--- src/rtl/prefetch_linear_tracker_pkg.sv ---
// Shared definitions for the linear prefetch pointer tracker: state encodings,
// the default line size, and the width of byte-count fields.
package prefetch_linear_tracker_pkg;

  localparam int unsigned PLT_LINE_BYTES = 16;
  localparam int unsigned PLT_LEN_W      = 5;   // holds 0..PLT_LINE_BYTES

  typedef enum logic [1:0] {
    PLT_IDLE        = 2'd0,
    PLT_RUN         = 2'd1,
    PLT_LIMIT_PULSE = 2'd2,
    PLT_STOPPED     = 2'd3
  } plt_state_t;

endpackage

--- src/rtl/prefetch_length_calc.sv ---
// Combinational minimum of a short byte count and a wide byte count.
// Used both to bound a request by line/segment room and to clamp a delivery
// count to what was actually requestable.
//   line_left  in  short count (bytes left in the line, or a delivered count)
//   seg_left   in  wide count (bytes left in the segment, or the request size)
//   length     out min(line_left, seg_left)
module prefetch_length_calc
  import prefetch_linear_tracker_pkg::*;
(
  input  logic [PLT_LEN_W-1:0] line_left,
  input  logic [32:0]          seg_left,
  output logic [PLT_LEN_W-1:0] length
);

  always_comb begin
    if (33'(line_left) <= seg_left) length = line_left;
    else                            length = PLT_LEN_W'(seg_left);
  end

endmodule

--- src/rtl/prefetch_linear_tracker.sv ---
// Tracks the linear instruction-fetch pointer and bytes left before the CS
// limit, presents the prefetch request, and raises a one-cycle limit-fault
// marker pulse when the segment is exhausted.
//   clk, rst                 clock, async active-high reset
//   pr_reset                 flush/redirect: reload from cs_base/cs_limit/eip/cpl
//   cs_base, cs_limit, eip   segment base, inclusive limit, new instruction pointer
//   cpl                      current privilege level
//   prefetched_do/_length    bytes accepted into the prefetch fifo this cycle
//   prefetch_address/_length/_su   request to prefetch control
//   limit_signal_do          fifo must enqueue the limit-fault marker
module prefetch_linear_tracker
  import prefetch_linear_tracker_pkg::*;
#(
  parameter int unsigned LINE_BYTES = PLT_LINE_BYTES  // power of two, <= 16
) (
  input  logic        clk,
  input  logic        rst,
  input  logic        pr_reset,
  input  logic [31:0] cs_base,
  input  logic [31:0] cs_limit,
  input  logic [31:0] eip,
  input  logic [1:0]  cpl,
  input  logic        prefetched_do,
  input  logic [4:0]  prefetched_length,
  output logic [31:0] prefetch_address,
  output logic [4:0]  prefetch_length,
  output logic        prefetch_su,
  output logic        limit_signal_do
);

  localparam int unsigned OFF_W = $clog2(LINE_BYTES);

  plt_state_t  state;
  logic [31:0] linear;
  logic [32:0] remaining;
  logic        su;

  logic [4:0]  line_left;
  logic [4:0]  run_len;
  logic [4:0]  n;
  logic [32:0] reload_remaining;
  logic [32:0] remaining_after;

  // Bytes from the pointer up to the next line boundary (1..LINE_BYTES).
  assign line_left = 5'(LINE_BYTES) - 5'(linear[OFF_W-1:0]);

  prefetch_length_calc u_len_calc (
    .line_left (line_left),
    .seg_left  (remaining),
    .length    (run_len)
  );

  // A delivery can never advance past what was offered this cycle.
  prefetch_length_calc u_clamp_calc (
    .line_left (prefetched_length),
    .seg_left  ({28'd0, prefetch_length}),
    .length    (n)
  );

  // Limit is inclusive, so a full 4 GiB segment needs the 33rd bit.
  assign reload_remaining = (eip > cs_limit) ? 33'd0
                          : {1'b0, cs_limit} - {1'b0, eip} + 33'd1;
  assign remaining_after  = remaining - 33'(n);

  assign prefetch_address = linear;
  assign prefetch_su      = su;
  assign prefetch_length  = (state == PLT_RUN) ? run_len : 5'd0;
  assign limit_signal_do  = (state == PLT_LIMIT_PULSE);

  // Pointer, segment budget and state; a redirect overrides everything else.
  always_ff @(posedge clk or posedge rst) begin
    if (rst) begin
      state     <= PLT_IDLE;
      linear    <= 32'd0;
      remaining <= 33'd0;
      su        <= 1'b0;
    end else if (pr_reset) begin
      linear    <= cs_base + eip;
      su        <= (cpl == 2'd3);
      remaining <= reload_remaining;
      state     <= (reload_remaining != 33'd0) ? PLT_RUN : PLT_LIMIT_PULSE;
    end else begin
      unique case (state)
        PLT_RUN: begin
          if (prefetched_do) begin
            linear    <= linear + 32'(n);
            remaining <= remaining_after;
            if (remaining_after == 33'd0) state <= PLT_LIMIT_PULSE;
          end
        end
        PLT_LIMIT_PULSE: state <= PLT_STOPPED;
        default:         state <= state;
      endcase
    end
  end

endmodule

--- config.mk ---
export PLATFORM = sky130hd
export DESIGN_NAME = prefetch_linear_tracker
export DESIGN_NICKNAME = d
export VERILOG_FILES = /design/src/rtl/prefetch_linear_tracker_pkg.sv /design/src/rtl/prefetch_length_calc.sv /design/src/rtl/prefetch_linear_tracker.sv
export SDC_FILE = /design/constraint.sdc
export NUM_CORES = 1
export LEC_CHECK = 0
export BUFFER_PORTS_ARGS = -buffer_cell sky130_fd_sc_hd__buf_2
export CAP_MARGIN = 20
export CORE_MARGIN = 2
export CORE_UTILIZATION = 40
export CTS_CLUSTER_DIAMETER = 150
export CTS_CLUSTER_SIZE = 20
export DETAILED_ROUTE_END_ITERATION = 16
export GPL_ROUTABILITY_DRIVEN = 0
export GPL_TIMING_DRIVEN = 0
export PLACE_DENSITY = 0.66
export SYNTH_ARGS = -nofsm -noshare
export SYNTH_HDL_FRONTEND = slang
export SYNTH_SLANG_ARGS = --single-unit
--- constraint.sdc ---
create_clock -name clk -period 7.2 [get_ports clk]
set_clock_uncertainty 0.05 [all_clocks]
set_input_delay 0.36 -clock clk [delete_from_list [all_inputs] [get_ports clk]]
set_output_delay 0.36 -clock clk [all_outputs]
set_load 0.05 [all_outputs]
* Word level (Yosys, flattened, before mapping) *
Index checks and enable logic that the tools add are counted.

storage, ports and cells
  register bits after elaboration = 68
  bits in latches = 0
  memory bits (writable) = 0
  ROM bits = 0
  bits of input ports = 107
  output and inout port bits = 39
  logic and storage cells = 40
  memories kept = 0

cells by class
  add/subtract/negate cells = 6
  multipliers = 0
  div/mod/pow operators = 0
  magnitude comparators = 3
  equality and inequality tests = 5
  shifts and indexed selects = 0
  multiplexer cells = 15
  bitwise logic cells = 0
  reduce and logical (&&, ||, !) cells = 7

operators with widths
  kind                                                                    number
  33-bit two-way mux                                                      4
  32-bit two-way mux                                                      3
  33-bit by 1-bit adder with 33-bit output (second input constant)        1
  5-bit by 33-bit less-or-equal comparator with 1-bit output              1
  33-bit zero test                                                        1
  33-bit nonzero test                                                     1
  32-bit by 32-bit subtractor with 33-bit output                          1
  33-bit by 5-bit subtractor with 33-bit output                           1
  32-bit adder                                                            1
  32-bit by 5-bit adder with 32-bit output                                1
  32-bit > comparator                                                     1
  5-bit two-way mux                                                       3
  2-bit two-way mux                                                       4
  5-bit less-or-equal comparator                                          1
  5-bit by 4-bit subtractor with 5-bit output (first input constant)      1
  2-bit equality test (second input constant)                             2
  2-bit one-hot mux with 2 select lines                                   1
  2-bit nonzero test                                                      2
  3-bit by 2-bit != test with 1-bit output (second input constant)        1
  3-bit != test (second input constant)                                   1
  3-bit AND reduction                                                     1
  3-bit nonzero test                                                      1
  2-bit by 1-bit equality test with 1-bit output (second input constant)  1
  2-bit AND reduction                                                     1

* Longest topological paths before layout *
  depth in word-level cells = 12
  depth in mapped cells = 32
  depth with buffers taken out = 32

* Modules after synthesis *
From an unflattened synthesis, not the netlist that was laid out.

second synthesis, totals
  cells, all modules = 1186
  area, all modules = 9395.3 um^2

by module, submodules not included
  module                   instances  cells each  area an instance (um^2)
  prefetch_linear_tracker  1          1122        8917.3
  prefetch_length_calc     2          32          239.0

* Least setup slack after synthesis *
OpenSTA, ideal clock, no wires.

  path kind = register to register
  from = register linear[0], in the netlist prefetch_address[0]
  to = register state[0]
  setup time = 0.150 ns
  arrival = 7.266 ns
  slack = -0.266 ns
  stages on the path, launching flop included = 32
  path buffers = 0
  period minus slack after synthesis = 7.466 ns
  cells stage by stage = dfrtp_1 -> inv_1 -> ha_1 -> xnor2_1 -> ha_1 -> and4_1 -> a41oi_1 -> nand2_1 -> nor2_2 -> mux2i_1 -> nor2_1 -> inv_1 -> ha_1 -> nor2b_1 -> o21a_1 -> o21ai_0 -> nand2b_1 -> a21oi_1 -> a31oi_1 -> mux2_2 -> ha_1 -> inv_1 -> fa_1 -> a21o_2 -> a311o_2 -> nor4b_1 -> xnor2_1 -> nand4_1 -> or4_4 -> o21a_1 -> o21ai_1 -> a41oi_1

between the ends
  word-level cells in the longest chain between the ends = 10

ends and longest elaborated chain
  what                                                         line                           RTL
  start: declaration                                           prefetch_linear_tracker.sv:34  logic [31:0] linear;
  start signal: assignment                                     prefetch_linear_tracker.sv:78  linear <= cs_base + eip;
  start signal: assignment                                     prefetch_linear_tracker.sv:86  linear <= linear + 32'(n);
  5-bit by 4-bit subtractor with 5-bit output *                prefetch_linear_tracker.sv:45  assign line_left = 5'(LINE_BYTES) - 5'(linear[OFF_W-1:0]);
  5-bit by 33-bit less-or-equal comparator with 1-bit output   prefetch_length_calc.sv:16     if (33'(line_left) <= seg_left) length = line_left;
  5-bit two-way mux *                                          prefetch_length_calc.sv:16
  5-bit two-way mux *                                          prefetch_linear_tracker.sv:67  assign prefetch_length = (state == PLT_RUN) ? run_len : 5'd0;
  named net prefetch_length[1]                                 prefetch_linear_tracker.sv:26  output logic [4:0] prefetch_length,
  5-bit less-or-equal comparator                               prefetch_length_calc.sv:16
  5-bit two-way mux *                                          prefetch_length_calc.sv:16
  33-bit by 5-bit subtractor with 33-bit output *              prefetch_linear_tracker.sv:63  assign remaining_after = remaining - 33'(n);
  33-bit zero test *                                           prefetch_linear_tracker.sv:88  if (remaining_after == 33'd0) state <= PLT_LIMIT_PULSE;
  3-bit by 2-bit != test with 1-bit output (no source line) *  --
  3-bit AND reduction (no source line) *                       --
  end signal: assignment                                       prefetch_linear_tracker.sv:81  state <= (reload_remaining != 33'd0) ? PLT_RUN : PLT_LIMIT_PULSE;
  end signal: assignment                                       prefetch_linear_tracker.sv:92  default: state <= state;
  end: declaration                                             prefetch_linear_tracker.sv:33  plt_state_t state;

Mark *: on every way through the listed nets, which the timed path passes. The rest lies on a longest branch.
A chain may end at the register's enable or synchronous reset.

* Worst setup path in the final report *
  from = register linear[0], in the netlist prefetch_address[0]
  to = register linear[28], in the netlist prefetch_address[28]

between the ends
  word-level cells in the longest chain between the ends = 10

ends and longest elaborated chain
  what                                                        line                           RTL
  5-bit by 4-bit subtractor with 5-bit output                 prefetch_linear_tracker.sv:45
  5-bit by 33-bit less-or-equal comparator with 1-bit output  prefetch_length_calc.sv:16
  5-bit two-way mux                                           prefetch_length_calc.sv:16
  5-bit two-way mux                                           prefetch_linear_tracker.sv:67
  5-bit less-or-equal comparator                              prefetch_length_calc.sv:16
  5-bit two-way mux                                           prefetch_length_calc.sv:16
  32-bit by 5-bit adder with 32-bit output *                  prefetch_linear_tracker.sv:86
  32-bit two-way mux *                                        prefetch_linear_tracker.sv:85  if (prefetched_do) begin
  32-bit two-way mux *                                        prefetch_linear_tracker.sv:83  unique case (state)
  32-bit two-way mux *                                        prefetch_linear_tracker.sv:77  end else if (pr_reset) begin

Every way passes the cells marked *; elsewhere a longest branch is shown, timed or not. The select of a mux whose other input is x is not followed.

==> results.sh <==
export IMPL_clock_sinks=68
export IMPL_area_delta_synth_final_pct=15.5
export IMPL_yosysTopAreaCell="ha_1"
export IMPL_worst_pin_slew_ps=874
export IMPL_nNetsFinal=1645
export IMPL_async_reset_ff_frac=1.00
export IMPL_cts_path_max_buffers=2
export IMPL_grt_max_degree=69
export IMPL_diodes=0
export IMPL_drt_iter0_drc=662
export IMPL_chipHeight_um=160
export IMPL_drt_wl_total_mm=29.2
export IMPL_cts_root_buf="clkbuf_16"
export IMPL_dp_cells=1698
export IMPL_crit_end="prefetch_address[28]"
export IMPL_endpoint_kind="flop"
export IMPL_netlist_cell_type_count=93
export IMPL_cp_startpoint="prefetch_address[0]"
export IMPL_fillers=2470
export IMPL_cts_tree="built"
export IMPL_ant_nets=0
export IMPL_relSlewSlack=0.413
export IMPL_syn_avg_cell_area_um2=7.93
export IMPL_ys_seq_elements=68
export IMPL_fp_coreArea_um2=24100
export IMPL_ys_flop_type="dfrtp_1"
export IMPL_rows=57
export IMPL_power_uw=2510
export IMPL_period_share=0.948
export IMPL_dp_hpwl_mm=24.1
export IMPL_cts_max_level=3
export IMPL_cp_slowest_cell="a21oi_1"
export IMPL_arrival_ps=7020
export IMPL_maxCapViolCount=0
export IMPL_yosysTopAreaCellShare=0.189
export IMPL_setup_viol_count_final=0
export IMPL_place_ws_ps=29.3
export IMPL_antenna_found_initial=0
export IMPL_leakage_uw=0.00529
export IMPL_crit_required_ps=7390
export IMPL_hold_violations=0
export IMPL_ioPinCount=146
export IMPL_crit_type="flop to flop"
export IMPL_final_layout_size_suffix_gt1_frac=0.162
export IMPL_syn_inst=1230
export IMPL_synth_edf_count=0
export IMPL_finalNonFillerCells=1716
export IMPL_ir_drop_v=0.000130
export IMPL_outcome="completed"
export IMPL_via_per_inst=5.63
export IMPL_mostFrequentLayoutCell="ha_1"
export IMPL_die_width_um=160
export IMPL_r2r_cells=32
export IMPL_whs_ps=144
export IMPL_design_area_um2=11300
export IMPL_cpMostUsedCell="ha_1"
export IMPL_syn_cell_area_um2=9750
export IMPL_r2r_setup_slack_ps=370
export IMPL_crit_fanout=9
export IMPL_initial_core_util=0.404
export IMPL_timing_fmax_ghz=0.146
export IMPL_dieArea_um2=25600
export IMPL_period_minus_slack_ps=6830
export IMPL_cts_made_buffers=9
export IMPL_first_pass_iters=9
export IMPL_grt_pass1_wl_mm=46.7
export IMPL_hp_class="primary input to async pin"
export IMPL_final_cell_mix="ha_1 (147), buf_2 (146), a21oi_1 (105)"
export IMPL_wl_per_cell_um=17.0
export IMPL_syn_nets=1488
export IMPL_port_buffer_count=144
export IMPL_clkTransAtPathRegs_ps=60
export IMPL_dpl_cell_area_um2=10900
export IMPL_drv_slew=0
export IMPL_drc=0
export IMPL_grtUsageTotal=0.224
export IMPL_grt_pass1_vias=9120
export IMPL_vias=9668
export IMPL_grt_overflow_total=0
export IMPL_ys_warn_count=0
export IMPL_final_setup_worst_slack_ps=373
export IMPL_slowest_delay_ps=640
export IMPL_powerDensity_nw_per_um2=223
export IMPL_r2r_end="prefetch_address[28]"
export IMPL_clk_latency_ps=340
export IMPL_reg2reg_from="prefetch_address[0]"
export IMPL_synth_area_top_cells="ha_1 (19%), dfrtp_1 (17%), xnor2_1 (5.8%)"
export IMPL_ys_seq_area_frac=0.175
export IMPL_startpoint_type="flop"
synth_stat cells, types with 4 or more instances:
master	number
and3_1	11
mux2_2	6
inv_1	98
a31o_2	4
a31oi_1	12
a21o_1	43
o211ai_1	10
or4_1	5
o31ai_1	5
nand2b_1	15
nand4_1	26
o21a_1	14
a211oi_1	13
nor2_1	81
nand3_1	40
and2_1	8
nor3_1	39
xnor2_1	65
o2111ai_1	4
or3_1	8
o21ai_0	69
dfrtp_1	68
nor2b_1	8
nor3b_1	4
o21bai_1	8
clkbuf_1	26
and4_1	8
mux2i_1	15
nor4_1	18
fa_1	4
a21oi_1	106
nand2_1	92
a41oi_1	5
xor2_1	43
buf_6	5
ha_1	147
o22ai_1	12
power breakdown:
group	total, µW	switching (µW)	internal (µW)
Clock	449	162	288
Combinational	1480	918	558
Sequential	590	121	469
Total	2510	1200	1310
critical path: cells and delay by family, from the launching register on:
kind	cells	cell delay, ps
DFF	1	410
adders and majority gates	5	1570
xor gates and xnor gates	1	120
buffers and inverters	4	500
muxes	2	530
and+or+nand+nor	8	1150
AOI/OAI and AO/OA	12	2390
layout make-up:
cell class                      count  area [µm²]  share of cell area
Multi-Input combinational cell   1023        7520               0.668
Sequential cell                    68        1700               0.151
Timing Repair Buffer              146         736              0.0653
Tap cell                          324         405              0.0360
Inverter                           98         370              0.0329
Clock buffer                       15         268              0.0238
Buffer                             41         231              0.0206
Clock inverter                      1        30.0             0.00267
worst min path at each step:
stage                      endpoint  cells past startpoint  slack (ps)         from
2_1_floorplan           prefetch_su                      2         460       cpl[1]
3_3_place_gp            prefetch_su                      2         460  prefetch_su
3_5_place_dp            prefetch_su                      2         470  prefetch_su
4_1_cts        prefetch_address[30]                      2         190          rst
5_1_grt        prefetch_address[31]                      2         230          rst
6_report       prefetch_address[31]                      2         140          rst
registers in the layout, summed over array words and instances (netlist names):
name              count
remaining            33
prefetch_address     32
state                 2
prefetch_su           1
stage by stage:
step / setup TNS [ps] / util
global route: -10.3 / 0.467
detailed placement: 0 / 0.452
finish: 0 / 0.467
global placement: 0 / 0.452
CTS: 0 / 0.465
floorplan: 0 / -
routing by layer:
metal,part of all wire,track usage,vias up
li1,-,-,4794
met1,0.46,0.309,4569
met2,0.46,0.369,260
met3,0.046,0.0184,45
met4,0.030,0.0774,0
met5,0,0,-
cells by family after synthesis:
logic type	count (synthesis)	share of synthesized area
compound gates	345	0.230
xor+xnor	108	0.0970
fa+ha+maj	151	0.197
buf+inv	139	0.0615
flops	68	0.175
mux	22	0.0235
simple gates	397	0.217
what timing repair did:
action                                 CTS  global route
hold buffers                             0             0
resized for setup                        1             7
buffers inserted                         0             2
pin swaps                                0             1
endpoints found under the hold margin    0             0
setup endpoints to repair                1            10
Note: power is estimated with default switching activity, not from simulation.
